File: config.mk
export PLATFORM = sky130hd
export DESIGN_NAME = vc_output_arbiter
export DESIGN_NICKNAME = d
export VERILOG_FILES = /design/src/rtl/vc_output_arbiter.sv
export SDC_FILE = /design/constraint.sdc
export NUM_CORES = 1
export LEC_CHECK = 0
export CELL_PAD_IN_SITES_DETAIL_PLACEMENT = 1
export CELL_PAD_IN_SITES_GLOBAL_PLACEMENT = 1
export CORE_ASPECT_RATIO = 0.9
export CORE_UTILIZATION = 36
export CTS_CLUSTER_DIAMETER = 100
export DETAILED_ROUTE_END_ITERATION = 16
export GPL_TIMING_DRIVEN = 0
export PLACE_DENSITY = 0.84
export SLEW_MARGIN = 20
export SYNTH_ARGS = -nofsm -noshare
export SYNTH_HDL_FRONTEND = slang
export SYNTH_SLANG_ARGS = --single-unit
File: constraint.sdc
create_clock -name clk -period 2.6 [get_ports clk]
set_input_delay 0.52 -clock clk [delete_from_list [all_inputs] [get_ports clk]]
set_output_delay 0.52 -clock clk [all_outputs]
set_load 0.1 [all_outputs]
File: src/rtl/vc_output_arbiter.sv
// Two-VC output arbiter: round-robin grants from two input controllers into a
// per-VC buffer on the internal phase, drained downstream on the external phase.
module vc_output_arbiter #(
    parameter int PKT_W = 64
) (
    input  logic             clk,
    input  logic             reset,
    input  logic             polarity,
    input  logic             req_1,
    input  logic             req_2,
    input  logic [PKT_W-1:0] data_1,
    input  logic [PKT_W-1:0] data_2,
    output logic             grant_1,
    output logic             grant_2,
    input  logic             ro,
    output logic             so,
    output logic [PKT_W-1:0] dout
);

    localparam int VC_BIT = PKT_W - 1;
    localparam int HOP_HI = 55;
    localparam int HOP_LO = 48;

    // Pointer encoding: 0 prefers requester 1, 1 prefers requester 2.
    typedef enum logic {
        PREF_REQ1 = 1'b0,
        PREF_REQ2 = 1'b1
    } pref_e;

    logic [1:0]       r_full;
    logic [PKT_W-1:0] r_buf [2];
    pref_e            r_ptr [2];

    logic             w_int_vc;
    logic             w_ext_vc;
    logic             w_elig_1;
    logic             w_elig_2;
    logic             w_grant_1;
    logic             w_grant_2;
    logic             w_grant_any;
    logic             w_drain;
    logic [PKT_W-1:0] w_win_data;
    logic [PKT_W-1:0] w_captured;

    assign w_int_vc = polarity;
    assign w_ext_vc = ~polarity;

    // Eligibility is gated by reset so no grant escapes while the block is held.
    assign w_elig_1 = reset & req_1 & (data_1[VC_BIT] == w_int_vc) & ~r_full[w_int_vc];
    assign w_elig_2 = reset & req_2 & (data_2[VC_BIT] == w_int_vc) & ~r_full[w_int_vc];

    always_comb begin
        // NOTE: every combinational output gets a default first so no path
        // through the block leaves it unassigned and infers a latch.
        w_grant_1 = 1'b0;
        w_grant_2 = 1'b0;
        if (w_elig_1 && w_elig_2) begin
            if (r_ptr[w_int_vc] == PREF_REQ1) begin
                w_grant_1 = 1'b1;
            end else begin
                w_grant_2 = 1'b1;
            end
        end else begin
            w_grant_1 = w_elig_1;
            w_grant_2 = w_elig_2;
        end
    end

    assign w_grant_any = w_grant_1 | w_grant_2;
    assign w_win_data  = w_grant_2 ? data_2 : data_1;

    always_comb begin
        w_captured                 = w_win_data;
        w_captured[HOP_HI:HOP_LO]  = w_win_data[HOP_HI:HOP_LO] >> 1;
    end

    assign w_drain = r_full[w_ext_vc] & ro;

    assign grant_1 = w_grant_1;
    assign grant_2 = w_grant_2;
    assign so      = r_full[w_ext_vc];
    assign dout    = r_buf[w_ext_vc];

    // Capture and drain always address opposite buffers, so both may fire together.
    always_ff @(posedge clk or negedge reset) begin
        if (!reset) begin
            r_full <= 2'b00;
            // NOTE: the packet buffers are reset too, because dout must read
            // zero during and straight after reset, not stale packet contents.
            for (int v = 0; v < 2; v++) begin
                r_buf[v] <= '0;
                r_ptr[v] <= PREF_REQ1;
            end
        end else begin
            // NOTE: non-blocking assignments keep every register update in this
            // block sampling pre-edge values, independent of statement order.
            if (w_grant_any) begin
                r_buf[w_int_vc]  <= w_captured;
                r_full[w_int_vc] <= 1'b1;
                r_ptr[w_int_vc]  <= w_grant_1 ? PREF_REQ2 : PREF_REQ1;
            end
            if (w_drain) begin
                r_full[w_ext_vc] <= 1'b0;
            end
        end
    end

endmodule

# --- Word level (Yosys, flattened, before mapping) ---
# Cells that the tools add are included.
word_totals:
  reg_bits: 132
  latch_bits: 0
  mem_bits_rw: 0
  romBits: 0
  in_bits: 134
  out_inout_bits: 67
  wordCells: 61
  mem_count: 0
classes:
  add_sub_neg: 0
  n_mul: 0
  div_mod_pow: 0
  n_lt_le_gt_ge: 7
  eq_ne: 2
  shift: 0
  muxes: 28
  bitwise: 15
  reduce_logical: 4
op_table:
  columns: ["cell", "n"]
  rows:
  - ["$mux W64", 5]
  - ["$bwmux W128", 1]
  - ["$demux W64 S1", 1]
  - ["$mux W1", 15]
  - ["$and A1 B1 Y1", 7]
  - ["$ge A2 B2 Y1 const B", 2]
  - ["$logic_and A1 B1 Y1", 4]
  - ["$lt A1 B2 Y1 const B", 2]
  - ["$mux W2", 2]
  - ["$not A1 Y2", 2]
  - ["$demux W1 S1", 3]
  - ["$and A2 B2 Y2", 1]
  - ["$bwmux W2", 1]
  - ["$eq A1 B1 Y1", 2]
  - ["$ge A1 B1 Y1 const B", 2]
  - ["$lt A2 B1 Y1 const B", 1]
  - ["$not A1 Y1", 2]
  - ["$not A2 Y2", 1]
  - ["$or A2 B2 Y2", 1]
  - ["$or A1 B1 Y1", 1]

# --- Logic depth before layout (Yosys ltp) ---
logic_depth:
  depth_word: 10
  mapped_depth: 7

# --- Worst setup path before layout ---
# Ideal clock, no wire load.
synth_timing:
  path_kind: "in2out"
  from: "in polarity"
  to: "out grant_1"
  arrival_time_ns: 3.485
  required_time_ns: 2.080
  path_slack_ns: -1.405
  stages: 6
  path_cell_list: "buf_6 nand3b_1 a21oi_2 buf_4 buf_2 a221oi_1"
synth_between:
  elab_chain_len: 6
  elab_cells_between_ends: 16
synth_rtl:
  columns: ["item", "line", "text"]
  rows:
  - ["from (decl)", "8", "input logic polarity,"]
  - ["$not A1 Y2 (implied by the code) / $mux W1 (equally long branches)", "58, 49, 50", null]
  - ["$mux W1, on equally long branches", "58, 49, 50", null]
  - ["$mux W1 (implied by the code) / $not A1 Y1 (equally long branches)", "58, 49, 50", null]
  - ["$mux W1 (implied by the code), or another cell as far along", "58", "if (r_ptr[w_int_vc] == PREF_REQ1) begin"]
  - ["$mux W1 / $logic_and A1 B1 Y1 (equally long branches)", "58, 57", null]
  - ["$mux W1 *", "57", "if (w_elig_1 && w_elig_2) begin"]
  - ["to (decl)", "13", "output logic grant_1,"]
# Every way passes the cells marked *; elsewhere a longest branch is shown, timed or not. The select of a mux whose other input is x is not followed.

# --- Final worst setup path ---
# Same ends and word-level chain as after synthesis.

==> impl_metrics.ini <==
[placement]
dp_hpwl_mm = 17.3
dpl_worst_slack_ns = -1.67
dp_cells = 1114
gp_congestion = 0.791
portBuffers = 197

[sta]
final.setup_skew_ns = 0.00833
finalWorstPathRequiredPeriod_ns = 2.52
total_count_of_hold_check_failures_in_the_final_report = 0
final.setup.worst_slack_ns = 0.0754
max_slew.worst_pin.slew_ns = 0.606
fin_crit_sh_pct = 97.1
rsz_0062_raised_after_global_routing = no
achievable-frequency_mhz = 396
setup-violations-final = 0
maxSlewViolCount = 0
worst_slew_margin_relative_to_its_limit_pct = 59.6

[clock_tree]
cts_num_sinks = 130
tritoncts = built
cts.reportedPaths.clkPinSlew_ns = 0.06
clockRootBuffer = clkbuf_16
cts_buffers = 17
clk_latency_ns = 0.42
cts_max_level = 4
clock_path_buffers = 2

[route]
dr_total_vias = 6583
detailedRoute.firstPassIterationCount = 5
routed_wirelength_mm = 25.4
ant_nets = 0
drc_errors = 0
detail_route.vias_per_cell = 5.70
drt-wirelength-per-cell_um = 22.0
1st_iter_drt_viols = 323

[floorplan]
die-width_um = 148
floorplan.die_area_um2 = 19600
num_rows = 47
die-height_um = 133
core_region_area_um2 = 18500
start_util_pct = 37.1
io_pins = 201

[global_route]
groute.usage.overall_pct = 26.6
grt_antenna_before_repair = 1
grt_start_max_net_pins = 49
grt_pass1_wl_mm = 39.8
globalRoute.totalOverflow = 0
first_global_vias = 7064

[logic_synthesis]
synth_seq_cells = 130
synth-main-ff-cell = dfrtp_1
synthesis.nets = 805
post-synth-top-area-fraction_pct = 47.4
synth_top_family_by_area = compound AO/OA/AOI/OAI gates
post_synth_fa_ha_maj_area_fraction_pct = 0
synth-edff-count = 0
syn_area_um2 = 6870
synth.top_cells.by_count = dfrtp_1 (130), a31oi_1 (126), nor3_1 (125)
top_area_cells_in_the_synthesized_netlist = dfrtp_1 (47%), a31oi_1 (11%), mux2_2 (10%)
synth.yosys.seq_area_share_pct = 47.4
muxShareOfSynthArea_pct = 10.7
synth_compound_area_share_pct = 20.2
simple_logic_cell_fraction_of_the_synthesized_area_pct = 15.5
number_of_cells_produced_by_synthesis = 671
postSynthAreaPerCell_um2 = 10.2
synth.largest_area_cell = dfrtp_1
synth-xor-area-share_pct = 0
postSynth.asyncResetShare_pct = 100
synth_most_common_cell = dfrtp_1
yosysWarningCount = 0
netlist-cell-type-count = 29

[job]
cap_viol_max_count = 0

[worst_setup_path]
highest_net_fanout_along_the_worst_path = 5
cp_data_arrival_time_ns = 2.00
critical_path_source_type = primary input
crit_required_ns = 2.08
setup.worst_path.end_class = primary output
timing.setup.critical_path_class = in -> out

[min_path]
holdCritPathClass = in -> async

[status]
outcome = finished clean

[pwr]
static-leakage-power_uw = 0.00382
cellPowerDensity_nw_per_um2 = 1040
highest_ir_drop_seen_on_vdd_mv = 0.642

[final_layout]
final_cells = 1154
syn_to_final_growth_pct = 43.6
drive_gt1_share_pct = 31.4
finish.net_count = 1030
postLayoutCoreUtil_pct = 53.2
==> cell type report <==
type | count | area, µm²
Fill cell | 2050 | 8660
Sequential cell | 130 | 3250
Multi-Input combinational cell | 466 | 3240
Timing Repair Buffer | 208 | 1960
Buffer | 72 | 469
Clock buffer | 21 | 460
Tap cell | 245 | 307
Clock inverter | 10 | 158
Inverter | 1 | 3.75
Antenna cell | 1 | 2.50
==> stage by stage <==
stage | total power, µW | cell area [µm²] | hold slack (ns) | TNS (ns)
finish | 10300 | 9860 | 0.0828 | 0
global route | 10700 | 9860 | 0.0885 | 0
CTS | 10300 | 9830 | 0.0836 | 0
detailed placement | 7880 | 9200 | 0.450 | -141.37
global placement | 7780 | 9170 | 0.451 | -1386.64
floorplan | 6630 | 6890 | 0.224 | 0
==> power by group <==
part,internal [µW],switching (µW),leakage (µW)
Clock,1640,889,0.000295
Combinational,1350,3430,0.00206
Sequential,2640,333,0.00146
Total,5630,4650,0.00382
==> metal layers <==
| metal | routed length, µm | vias up | track usage (%) |
|---|---|---|---|
| li1 | - | 3019 | - |
| met1 | 11100 | 3303 | 34.6 |
| met2 | 12600 | 233 | 45.7 |
| met3 | 1390 | 28 | 4.28 |
| met4 | 355 | 0 | 7.27 |
| met5 | 0 | - | 0 |
==> registers in the layout, indices dropped and copies added (netlist names) <==
signal and cells:
r_buf 126, r_full 2, r_ptr 2
==> logic make-up after synthesis <==
family                 Yosys count
DFF                            130
AOI/OAI and AO/OA              195
and+or+nand+nor                205
other                            1
buffers and inverters           75
muxes                           65
==> timing repair <==
action                                  4_1_cts  5_1_grt
buffers inserted                              4        3
resized for setup                           388        1
endpoints found under the setup margin      121        7
hold endpoints to repair                     48        0
gates cloned                                  2        0
hold buffers                                  1        0
pin swaps                                     1        1
==> worst max-delay path, stage by stage <==
cell	delay [ns]
dlygate4sd2_1	0.27
buf_2	0.18
or3_4	0.44
a21oi_4	0.19
buf_12	0.13
a221oi_4	0.06
buf_6	0.20
==> cell usage in the layout, fill, tap and decap left out, types with 6 or more instances in the layout <==
| cell type | count |
|---|---|
| o21ai_2 | 59 |
| a31oi_1 | 126 |
| buf_4 | 60 |
| clkbuf_1 | 27 |
| nor3_1 | 125 |
| clkdlybuf4s15_2 | 6 |
| clkbuf_16 | 19 |
| buf_6 | 9 |
| clkdlybuf4s50_1 | 129 |
| nand3_1 | 62 |
| buf_2 | 35 |
| dfrtp_1 | 130 |
| mux2_2 | 64 |
==> path summary, 6_finish.rpt <==
path,start,end,slack [ns],depth (start not counted)
min in group clk,r_buf[63]$_DFFE_PN0P_,r_buf[63]$_DFFE_PN0P_,0.48,1
max in group asynchronous,reset,r_full[1]$_DFF_PN0_,2.16,2
worst max register to register,r_full[1]$_DFF_PN0_,r_buf[0]$_DFFE_PN0P_,0.35,6
worst min register to register,r_buf[63]$_DFFE_PN0P_,r_buf[63]$_DFFE_PN0P_,0.48,1
worst min-delay path,reset,r_buf[18]$_DFFE_PN0P_,0.08,2
worst max-delay path,polarity,grant_1,0.08,7
Note: power is estimated with default switching activity, not from simulation.
